## config.mk

```make
export PLATFORM = sky130hd
export DESIGN_NAME = mem_wb_load_unit
export DESIGN_NICKNAME = d
export VERILOG_FILES = /design/src/rtl/mem_wb_load_unit.sv
export SDC_FILE = /design/constraint.sdc
export NUM_CORES = 1
export LEC_CHECK = 0
export ABC_CLOCK_PERIOD_IN_PS = 3400
export CAP_MARGIN = 20
export CORE_ASPECT_RATIO = 1.4
export CORE_MARGIN = 1
export CORE_UTILIZATION = 46
export CTS_CLUSTER_SIZE = 25
export DETAILED_ROUTE_END_ITERATION = 8
export GPL_TIMING_DRIVEN = 0
export PLACE_DENSITY_LB_ADDON = 0.15
export SYNTH_ARGS = -nofsm -noshare
export SYNTH_HDL_FRONTEND = slang
export SYNTH_SLANG_ARGS = --single-unit
export TNS_END_PERCENT = 30
```

## constraint.sdc

```tcl
create_clock -name clk -period 3.4 [get_ports clk]
set_input_delay 0.34 -clock clk [delete_from_list [all_inputs] [get_ports clk]]
set_output_delay 0.34 -clock clk [all_outputs]
set_load 0.03 [all_outputs]
```

## src/rtl/mem_wb_load_unit.sv

```systemverilog
// MEM-stage load unit: issues data-memory reads, aligns/extends the returned word
// and owns the MEM/WB pipeline register feeding write-back and WB forwarding.
module mem_wb_load_unit #(
    parameter int TIMEOUT = 64,
    parameter int RD_AW   = 6
) (
    input  logic             clk,
    input  logic             rst,
    input  logic [31:0]      alu_out_MEM,
    input  logic [2:0]       is_load_MEM,
    input  logic [RD_AW-1:0] rd_addr_MEM,
    input  logic             wb_en_MEM,
    input  logic             fwb_en_MEM,
    input  logic             hold_wb,
    output logic             dm_req_valid,
    input  logic             dm_req_ready,
    output logic [31:0]      dm_req_addr,
    input  logic             dm_rsp_valid,
    input  logic [31:0]      dm_rsp_data,
    input  logic             dm_rsp_err,
    output logic             mem_stall,
    output logic [31:0]      wb_data_WB,
    output logic [RD_AW-1:0] rd_addr_WB,
    output logic             wb_en_WB,
    output logic             fwb_en_WB,
    output logic             load_fault
);

    // state | meaning
    // IDLE  | normal flow; a valid load (and no hold) starts a read
    // REQ   | request presented, waiting for dm_req_ready
    // WAIT  | request accepted, waiting for response or timeout
    // DONE  | response buffered; write back (or fault) once hold_wb drops
    typedef enum logic [1:0] {IDLE, REQ, WAIT, DONE} state_t;

    localparam int CW = (TIMEOUT > 2) ? $clog2(TIMEOUT) : 1;
    localparam logic [CW-1:0] CNT_LAST = CW'(TIMEOUT - 1);

    localparam logic [2:0] LD_LH  = 3'b010;
    localparam logic [2:0] LD_LB  = 3'b011;
    localparam logic [2:0] LD_LHU = 3'b100;
    localparam logic [2:0] LD_LBU = 3'b101;

    state_t        state, state_nxt;
    logic [CW-1:0] wait_cnt;
    logic [31:0]   rsp_buf;
    logic          err_q;
    logic          req_q;
    logic          load_vld;
    logic          timeout_hit;
    logic          wb_ld_alu, wb_ld_mem, wb_bubble;
    logic [31:0]   rsp_shift;
    logic [31:0]   load_data;

    assign load_vld     = (is_load_MEM != 3'b000) && (is_load_MEM != 3'b111);
    assign timeout_hit  = (wait_cnt == CNT_LAST);
    assign dm_req_valid = req_q;
    assign dm_req_addr  = {alu_out_MEM[31:2], 2'b00};

    always_ff @(posedge clk or posedge rst) begin
        if (rst) state <= IDLE;
        else     state <= state_nxt;
    end

    always_comb begin
        state_nxt  = state;
        mem_stall  = 1'b0;
        load_fault = 1'b0;
        wb_ld_alu  = 1'b0;
        wb_ld_mem  = 1'b0;
        wb_bubble  = 1'b0;
        case (state)
            IDLE: begin
                if (!hold_wb) begin
                    if (load_vld) begin
                        mem_stall = 1'b1;
                        wb_bubble = 1'b1;
                        state_nxt = REQ;
                    end else begin
                        wb_ld_alu = 1'b1;
                    end
                end
            end
            REQ: begin
                mem_stall = 1'b1;
                wb_bubble = 1'b1;
                if (dm_req_ready) state_nxt = WAIT;
            end
            WAIT: begin
                mem_stall = 1'b1;
                wb_bubble = 1'b1;
                if (dm_rsp_valid || timeout_hit) state_nxt = DONE;
            end
            DONE: begin
                if (!hold_wb) begin
                    wb_ld_mem  = 1'b1;
                    load_fault = err_q;
                    state_nxt  = IDLE;
                end
            end
            default: state_nxt = IDLE;
        endcase
    end

    // Request valid is a flop so it is clean for the whole REQ state.
    always_ff @(posedge clk or posedge rst) begin
        if (rst) req_q <= 1'b0;
        else     req_q <= (state_nxt == REQ);
    end

    always_ff @(posedge clk or posedge rst) begin
        if (rst) begin
            wait_cnt <= '0;
            rsp_buf  <= '0;
            err_q    <= 1'b0;
        end else begin
            case (state)
                REQ: begin
                    wait_cnt <= '0;
                    err_q    <= 1'b0;
                end
                WAIT: begin
                    wait_cnt <= wait_cnt + CW'(1);
                    if (dm_rsp_valid) begin
                        rsp_buf <= dm_rsp_data;
                        err_q   <= dm_rsp_err;
                    end else if (timeout_hit) begin
                        rsp_buf <= '0;
                        err_q   <= 1'b1;
                    end
                end
                default: ;
            endcase
        end
    end

    // Misaligned accesses do not split: bytes shifted in from above are zero.
    assign rsp_shift = rsp_buf >> {alu_out_MEM[1:0], 3'b000};

    always_comb begin
        load_data = rsp_shift;
        case (is_load_MEM)
            LD_LH:   load_data = {{16{rsp_shift[15]}}, rsp_shift[15:0]};
            LD_LHU:  load_data = {16'h0000, rsp_shift[15:0]};
            LD_LB:   load_data = {{24{rsp_shift[7]}}, rsp_shift[7:0]};
            LD_LBU:  load_data = {24'h000000, rsp_shift[7:0]};
            default: load_data = rsp_shift;
        endcase
    end

    always_ff @(posedge clk or posedge rst) begin
        if (rst) begin
            wb_data_WB <= '0;
            rd_addr_WB <= '0;
            wb_en_WB   <= 1'b0;
            fwb_en_WB  <= 1'b0;
        end else if (wb_ld_alu) begin
            wb_data_WB <= alu_out_MEM;
            rd_addr_WB <= rd_addr_MEM;
            wb_en_WB   <= wb_en_MEM;
            fwb_en_WB  <= fwb_en_MEM;
        end else if (wb_ld_mem) begin
            wb_data_WB <= err_q ? 32'h0 : load_data;
            rd_addr_WB <= rd_addr_MEM;
            wb_en_WB   <= wb_en_MEM & ~err_q;
            fwb_en_WB  <= fwb_en_MEM & ~err_q;
        end else if (wb_bubble) begin
            wb_en_WB   <= 1'b0;
            fwb_en_WB  <= 1'b0;
        end
    end

endmodule

```

# After elaboration in Yosys (flattened, before gate mapping)

Cells that the tools add are included.

Output and inout bits: 75
Bits in registers: 82

Bitwise logic cells: 3
Reduce and logical (&&, ||, !) cells: 11
Shifts and indexed selects: 1
Mux-type cells: 33
$add $sub $neg: 1
Eq/ne operators: 11

Operators with widths:

| kind                  | count |
|---|---|
| $mux W32              | 5 |
| $pmux W32 S4          | 1 |
| $shr A32 B5 Y32       | 1 |
| $mux W1               | 16 |
| $mux W6               | 2 |
| $pmux W6 S2           | 1 |
| $mux W2               | 5 |
| $pmux W2 S4           | 1 |
| $add A6 B1 Y6 const B | 1 |
| $eq A3 B2 Y1 const B  | 2 |
| $eq A3 B3 Y1 const B  | 2 |
| $eq A6 B6 Y1 const B  | 1 |
| $ne A3 B3 Y1 const B  | 2 |
| $reduce_bool A2 Y1    | 3 |
| $reduce_bool A3 Y1    | 2 |
| $eq A2 B1 Y1 const B  | 2 |
| $eq A2 B2 Y1 const B  | 2 |
| $pmux W1 S2           | 2 |
| $reduce_and A2 Y1     | 2 |
| $and A1 B1 Y1         | 2 |
| $logic_not A2 Y1      | 1 |
| $reduce_or A2 Y1      | 1 |
| $logic_and A1 B1 Y1   | 1 |
| $logic_or A1 B1 Y1    | 1 |
| $not A1 Y1            | 1 |

# Longest topological paths before layout

Gate-level depths: netlist (run 1).

Word-level depth: 8
Gate-level depth with buffers: 8
Gate-level depth less buffers: 6

# Worst setup path after synthesis (run 1)

No wires, ideal clock.

Path kind: register -> output
From: register state[0]
To: output mem_stall
Stages on the path, launching flop included: 6
Arrival: 1.668 ns
Setup slack: 1.392 ns
Cell sequence: dfrtp_1 -> inv_1 -> ha_1 -> nor2b_1 -> nand3_1 -> a21oi_1

Word-level cells in the longest chain between the ends: 3
Elaborated cells on any way between the ends: 5
Those cells by class: eq/ne: 2; mux: 1; reduce/logical: 2

Ends and longest elaborated chain:

| item                                         | line | source |
|---|---|---|
| from (decl)                                  | 44   | `state_t state, state_nxt;` |
| from (signal assigned)                       | 62   | `else state <= state_nxt;` |
| $eq A2 B2 Y1 or $eq A2 B1 Y1 (tied branches) | 72   | `case (state)` |
| $reduce_or A2 Y1 (no source line)            | -    |  |
| $pmux W1 S2 *                                | 72   |  |
| to (decl)                                    | 21   | `output logic mem_stall,` |

Mark *: on every way between the ends. The rest lies on a longest branch, timed or not.

# Worst setup path after layout (run 1)

From: register state[1]
To: output mem_stall

The elaborated chain is that of the path after synthesis.

==> summary.md, run 1 <==
| Metric | Value |
|---|---|
| # hold bufs at CTS | 0 |
| Synth unique cells | 50 |
| Die width | 85.8 um |
| Die ar. | 0.0102 mm^2 |
| Critical path, cell by cell | inv_1, ha_1, nor2b_1, nand3_1, a21oi_1, clkdlybuf4s50_1 |
| Sw power | 2000 uW |
| CP max stage cell | clkdlybuf4s50_1 |
| Worst hold margin | 0.384 ns |
| Timing-limited maximum frequency | 342 MHz |
| CTS H-tree depth | 3 |
| Final setup fails | 0 |
| Number of placed I/O pins | 156 |
| Net Sw Frac | 0.395 |
| CTS tree | built |
| Clock power frac | 0.205 |
| Vias in the first global route | 4151 |
| Sum Neg Setup Slack | 0 ns |
| First-pass GRT wire length | 20.5 mm |
| Synth area leaders | dfrtp_1 45%, nand2_1 6.6%, o21ai_0 6.3% |
| Post-route ant nets | 0 |
| First-pass DRT Iterations | 5 |
| Layout Utilization | 0.686 |
| CP max FO | 9 |
| Clock Root Buffer | clkbuf_16 |
| Crit Path Category | reg2out |
| Dpl hpwl | 9.82 mm |
| Fin crit share | 0.859 |
| Max-cap viol count | 0 |
| Fill cell count | 785 |
| Number of warning messages in the yosys log | 0 |
| Most frequent cells in the layout | 150 x clkdlybuf4s50_1, 82 x dfrtp_1, 80 x nand2_1 |
| Top_reg_cell synth | dfrtp_1 |
| Post-CTS Resized | 0 |
| Num CTS Buffers | 9 |
| Clock sink count | 82 |
| Overall routing resource usage | 0.257 |
| Post-synth EDFFs | 0 |
| Crit path launch type | flop |
| Design area | 0.00653 mm^2 |
| RD Place Congestion | 0.835 |
| Area of the mapped netlist | 0.00452 mm^2 |
| RSZ-0062 raised after global routing | no |
| Worst Tran Pin Value | 0.849 ns |
| WL per Instance | 16.0 um |
| Sequential cell area | 0.00205 mm^2 |
| DR iter-0 viols | 233 |
| Sequential cell area fraction in the yosys report | 0.454 |
| Power Internal | 3050 uW |
| Status | complete, no violations |
| Cells after synthesis | 486 |
| Rows | 42 |
| Most common cell after layout, fill and taps aside | clkdlybuf4s50_1 |
| Grt total ovfl | 0 |
| Worst reg-to-reg setup slack | 1.18 ns |
| Placed cell area | 0.00621 mm^2 |
| Share of cells above drive strength 1 | 0.127 |
| Routed wire length | 12.6 mm |
| Final Max Tran Viols | 0 |
| Asr flop ratio synth | 1.00 |
| Antenna violations before repair | 0 |
| Number of buffers added on ports | 150 |
| Worst-path clk slew | 0.06 ns |
| Worst EP arrival | 2.58 ns |
| Core area | 0.00951 mm^2 |
| Routed vias/inst | 5.31 |
| Relative slew slack | 0.430 |
| Setup crit end kind | primary output |
| Post CTS Setup Buffer Count | 0 |
| Vias | 4173 |
| Clock Tree Buf Depth | 2 |
| Multi-input gate area | 0.00203 mm^2 |
| CP max stage delay | 0.69 ns |
| Remaining DRCs | 0 |
| Post-synth top area share | 0.454 |
| Combinational cell fraction of total power | 0.458 |
| Clock skew | 0.00642 ns |
| Power per standard cell area | 773 mW/mm^2 |
| Die Y-Extent | 119 um |
| Final min period | 2.92 ns |
| Final Hold Vio Count | 0 |
| Pin count of the biggest net entering global routing | 43 |
| Cell taking the most area after synthesis | dfrtp_1 |
| #FFs+latches synth | 82 |
| Syn-to-layout area delta | 44.4% |
| Post-synthesis area per instance | 9.30 um^2 |
| Layout Nets | 736 |
| Initial Util | 0.475 |
| Flop pwr share | 0.336 |
| P_leak | 0.00279 uW |
| Diodes inserted | 0 |
| Max VDD drop | 425 uV |
| Worst skew pair latency | 0.34 ns |
| Tot Pwr | 5040 uW |
| Req. time, crit path | 3.06 ns |
| Worst hold path class | in2async |
## registers in the layout (all words and copies together), names as in the netlist
name          count
rd_addr_WB        6
wb_data_WB       32
wb_en_WB          1
fwb_en_WB         1
err_q             1
dm_req_valid      1
wait_cnt          6
state             2
rsp_buf          32
## logic make-up (layout without fill, tap and decap cells)
family / count (synthesis) / in the layout / share of synthesized area
AO/OA/AOI/OAI: 159 / 159 / 0.235
AND/OR/NAND/NOR: 138 / 138 / 0.136
flip-flops: 82 / 82 / 0.454
buffers and inverters: 75 / 242 / 0.0980
multiplexers: 24 / 24 / 0.0576
adder cells (fa/ha/maj): 6 / 6 / 0.0166
other: 1 / 2 / 0.000829
XOR/XNOR: 1 / 1 / 0.00194
## metal layers
layer / vias to the layer above / share of wire / global-route usage
li1: 2025 / - / -
met1: 2005 / 0.41 / 0.315
met2: 130 / 0.53 / 0.457
met3: 13 / 0.040 / 0.0353
met4: 0 / 0.018 / 0.0927
met5: - / 0 / 0
## stage by stage
stage          instances  worst slack (ns)
6_report             786             0.479
2_1_floorplan        487             0.952
4_1_cts              786             0.474
3_5_place_dp         770             0.847
5_1_grt              786             0.351
3_3_place_gp         769            -0.215
## power groups by stage
| stage | clock [uW] | sequential, uW | combinational, uW |
|---|---|---|---|
| 2_1_floorplan | 0 | 2040 | 1020 |
| 3_3_place_gp | 0 | 1690 | 2250 |
| 3_5_place_dp | 0 | 1710 | 2310 |
| 4_1_cts | 1040 | 1690 | 2320 |
| 5_1_grt | 1090 | 1740 | 2490 |
| 6_report | 1040 | 1700 | 2310 |
## worst paths after layout
kind	start	end	cells past startpoint
setup / recovery	state[1]	mem_stall	6
hold / removal	rst	rd_addr_WB[2]	2
setup reg to reg	state[0]	rsp_buf[8]	6
hold reg to reg	rd_addr_WB[1]	rd_addr_WB[1]	1
max in group asynchronous	rst	wb_data_WB[3]	3
min in group clk	rd_addr_WB[1]	rd_addr_WB[1]	1
## critical path: cells and delay by family, from the launching register on
kind                       cells  cell delay (ns)
and+or+nand+nor                2             0.51
buffers and inverters          2             0.80
DFF                            1             0.44
adders and majority gates      1             0.30
AOI/OAI and AO/OA              1             0.19
## cell type report
type,count,share of cell area
Tap cell,132,0.0253
Buffer,67,0.0632
Clock inverter,2,0.00920
Multi-Input combinational cell,330,0.311
Timing Repair Buffer,151,0.233
Clock buffer,14,0.0389
Inverter,8,0.00498
Sequential cell,82,0.314
## cell usage after synthesis, types with 3 or more instances
cell type  number
o21ai_0        57
nand2_1        80
ha_1            6
mux2_2          6
buf_4          36
nor2_1         18
clkbuf_1       20
nand3_1         7
mux2i_1        17
inv_1           8
buf_2           9
a22oi_1        24
o211ai_1        3
a21oi_1        19
a2111oi_0       6
a211oi_1        8
nor3_1          4
o2bb2ai_1       8
nor2b_1        12
nand2b_1        4
a21o_1          3
a221o_1         7
dfrtp_1        82
o21ai_2        10
Power figures use the tool's default switching activity.
==> inputs of run 2 (changes only) <==
PLACE_DENSITY = 0.81   (was default)
PLACE_DENSITY_LB_ADDON = default   (was 0.15)
SLEW_MARGIN = 30   (was default)
==> summary.md, run 2 (synthesis results as in run 1) <==
| Metric | Value |
|---|---|
| Remaining DRCs | 0 |
| Worst Tran Pin Value | 0.855 ns |
| Final Hold Vio Count | 0 |
| Clock skew | 0.00827 ns |
| Worst hold path class | in2async |
| Layout Nets | 736 |
| Initial Util | 0.475 |
| Overall routing resource usage | 0.254 |
| Die width | 85.8 um |
| Share of cells above drive strength 1 | 0.133 |
| CP max stage cell | clkdlybuf4s50_1 |
| Die Y-Extent | 119 um |
| Final min period | 2.95 ns |
| DR iter-0 viols | 168 |
| Sequential cell area | 0.00205 mm^2 |
| Crit Path Category | reg2out |
| CTS H-tree depth | 3 |
| Pin count of the biggest net entering global routing | 47 |
| Relative slew slack | 0.425 |
| CTS tree | built |
| Post CTS Setup Buffer Count | 0 |
| Vias | 4184 |
| # hold bufs at CTS | 0 |
| Post-route ant nets | 0 |
| Routed wire length | 12.3 mm |
| Grt total ovfl | 0 |
| Worst slack at placement | 0.833 ns |
| Critical path, cell by cell | inv_1, ha_1, nor2b_1, nand3_1, a21oi_1, clkdlybuf4s50_1 |
| Multi-input gate area | 0.00203 mm^2 |
| Max VDD drop | 390 uV |
| First-pass DRT Iterations | 4 |
| RSZ-0062 raised after global routing | no |
| Worst skew pair latency | 0.35 ns |
| Fill cell count | 779 |
| Number of placed I/O pins | 156 |
| Clock sink count | 82 |
| Crit path from | state[0] |
| P_leak | 0.00279 uW |
| Worst EP arrival | 2.61 ns |
| Crit path launch type | flop |
| Clock Tree Buf Depth | 2 |
| Tot Pwr | 5060 uW |
| Syn-to-layout area delta | 44.7% |
| R2r startpoint | state[0] |
| Worst-path clk slew | 0.06 ns |
| Timing-limited maximum frequency | 338 MHz |
| Most common cell after layout, fill and taps aside | clkdlybuf4s50_1 |
| Final setup fails | 0 |
| Clock Root Buffer | clkbuf_16 |
| RD Place Congestion | 0.894 |
| Dpl hpwl | 9.69 mm |
| Rows | 42 |
| CP max stage delay | 0.68 ns |
| Most frequent cells in the layout | 150 x clkdlybuf4s50_1, 82 x dfrtp_1, 80 x nand2_1 |
| Power per standard cell area | 774 mW/mm^2 |
| Antenna violations before repair | 0 |
| Status | complete, no violations |
| Max-cap viol count | 0 |
| Req. time, crit path | 3.06 ns |
| Crit path buffers/inverters | 2 |
| Setup ws final | 0.446 ns |
| Regs by FF count | rsp_buf x32, wb_data_WB x32 |
| Final Max Tran Viols | 0 |
| Fin crit share | 0.869 |
| Routed vias/inst | 5.32 |
| WL per Instance | 15.6 um |
| Post-CTS Resized | 0 |
| Diodes inserted | 0 |
| Num CTS Buffers | 9 |
| Setup crit end kind | primary output |
| Die ar. | 0.0102 mm^2 |
| First-pass GRT wire length | 20.2 mm |
| Number of buffers added on ports | 150 |
| Core area | 0.00951 mm^2 |
| CP max FO | 9 |
| CP delay by family, top | buffers and inverters |
| Vias in the first global route | 4203 |
==> run 2: changes by cell type in the layout (fill, tap and decap cells not counted), sizes merged <==
cell      delta
clkbuf       -4
clkinvlp     +1
clkinv       +3
==> run 2: final cells by class <==
class                           instances  area share
Multi-Input combinational cell        330       0.310
Inverter                                8     0.00497
Tap cell                              132      0.0252
Buffer                                 67      0.0631
Clock buffer                           10      0.0365
Sequential cell                        82       0.314
Clock inverter                          6      0.0138
Timing Repair Buffer                  151       0.233
==> run 2: worst paths after layout <==
kind / to / slack [ns] / cells past startpoint
min reg2reg: fwb_en_WB / 0.50 / 1
max reg2reg: rsp_buf[7] / 1.20 / 6
max: mem_stall / 0.45 / 6
max in group asynchronous: rsp_buf[30] / 2.44 / 3
min in group clk: wb_data_WB[15] / 0.50 / 5
min: rd_addr_WB[5] / 0.37 / 2
==> run 2: where the power goes <==
group | total (uW) | internal, uW | switching [uW]
registers | 1700 | 1390 | 316
clock network | 1060 | 664 | 392
logic | 2300 | 997 | 1310
==> run 2: routing by layer <==
layer	track usage	wire (um)	share of wire	vias to the layer above
li1	-	-	-	2031
met4	0.136	387	0.032	0
met5	0	0	0	-
met1	0.291	4910	0.40	1986
met2	0.454	6490	0.53	138
met3	0.0319	475	0.039	29
==> run 2: worst reg2reg max path, stage by stage, from the launching register on <==
cell and delay, ns:
dfrtp_1 0.42, inv_1 0.12, ha_1 0.21, nand2_1 0.08, nor3_1 0.71, clkbuf_1 0.35
o21ai_0 0.16
==> run 2: metrics by stage <==
step / TNS (ns) / hold WS [ns] / area [um^2] / utilization / cells
5_1_grt: 0 / 0.411 / 6540 / 0.688 / 786
2_1_floorplan: 0 / 0.457 / 4530 / - / 487
6_report: 0 / 0.366 / 6540 / 0.688 / 786
3_5_place_dp: 0 / 0.488 / 6210 / 0.653 / 770
3_3_place_gp: -13.92 / 0.484 / 6190 / 0.651 / 769
4_1_cts: 0 / 0.385 / 6540 / 0.688 / 786
==> inputs of run 3 (changes only) <==
ABC_CLOCK_PERIOD_IN_PS = default   (was 3400)
==> results of run 3 <==
The final DEF is identical to that of run 2; final timing and power are the same.
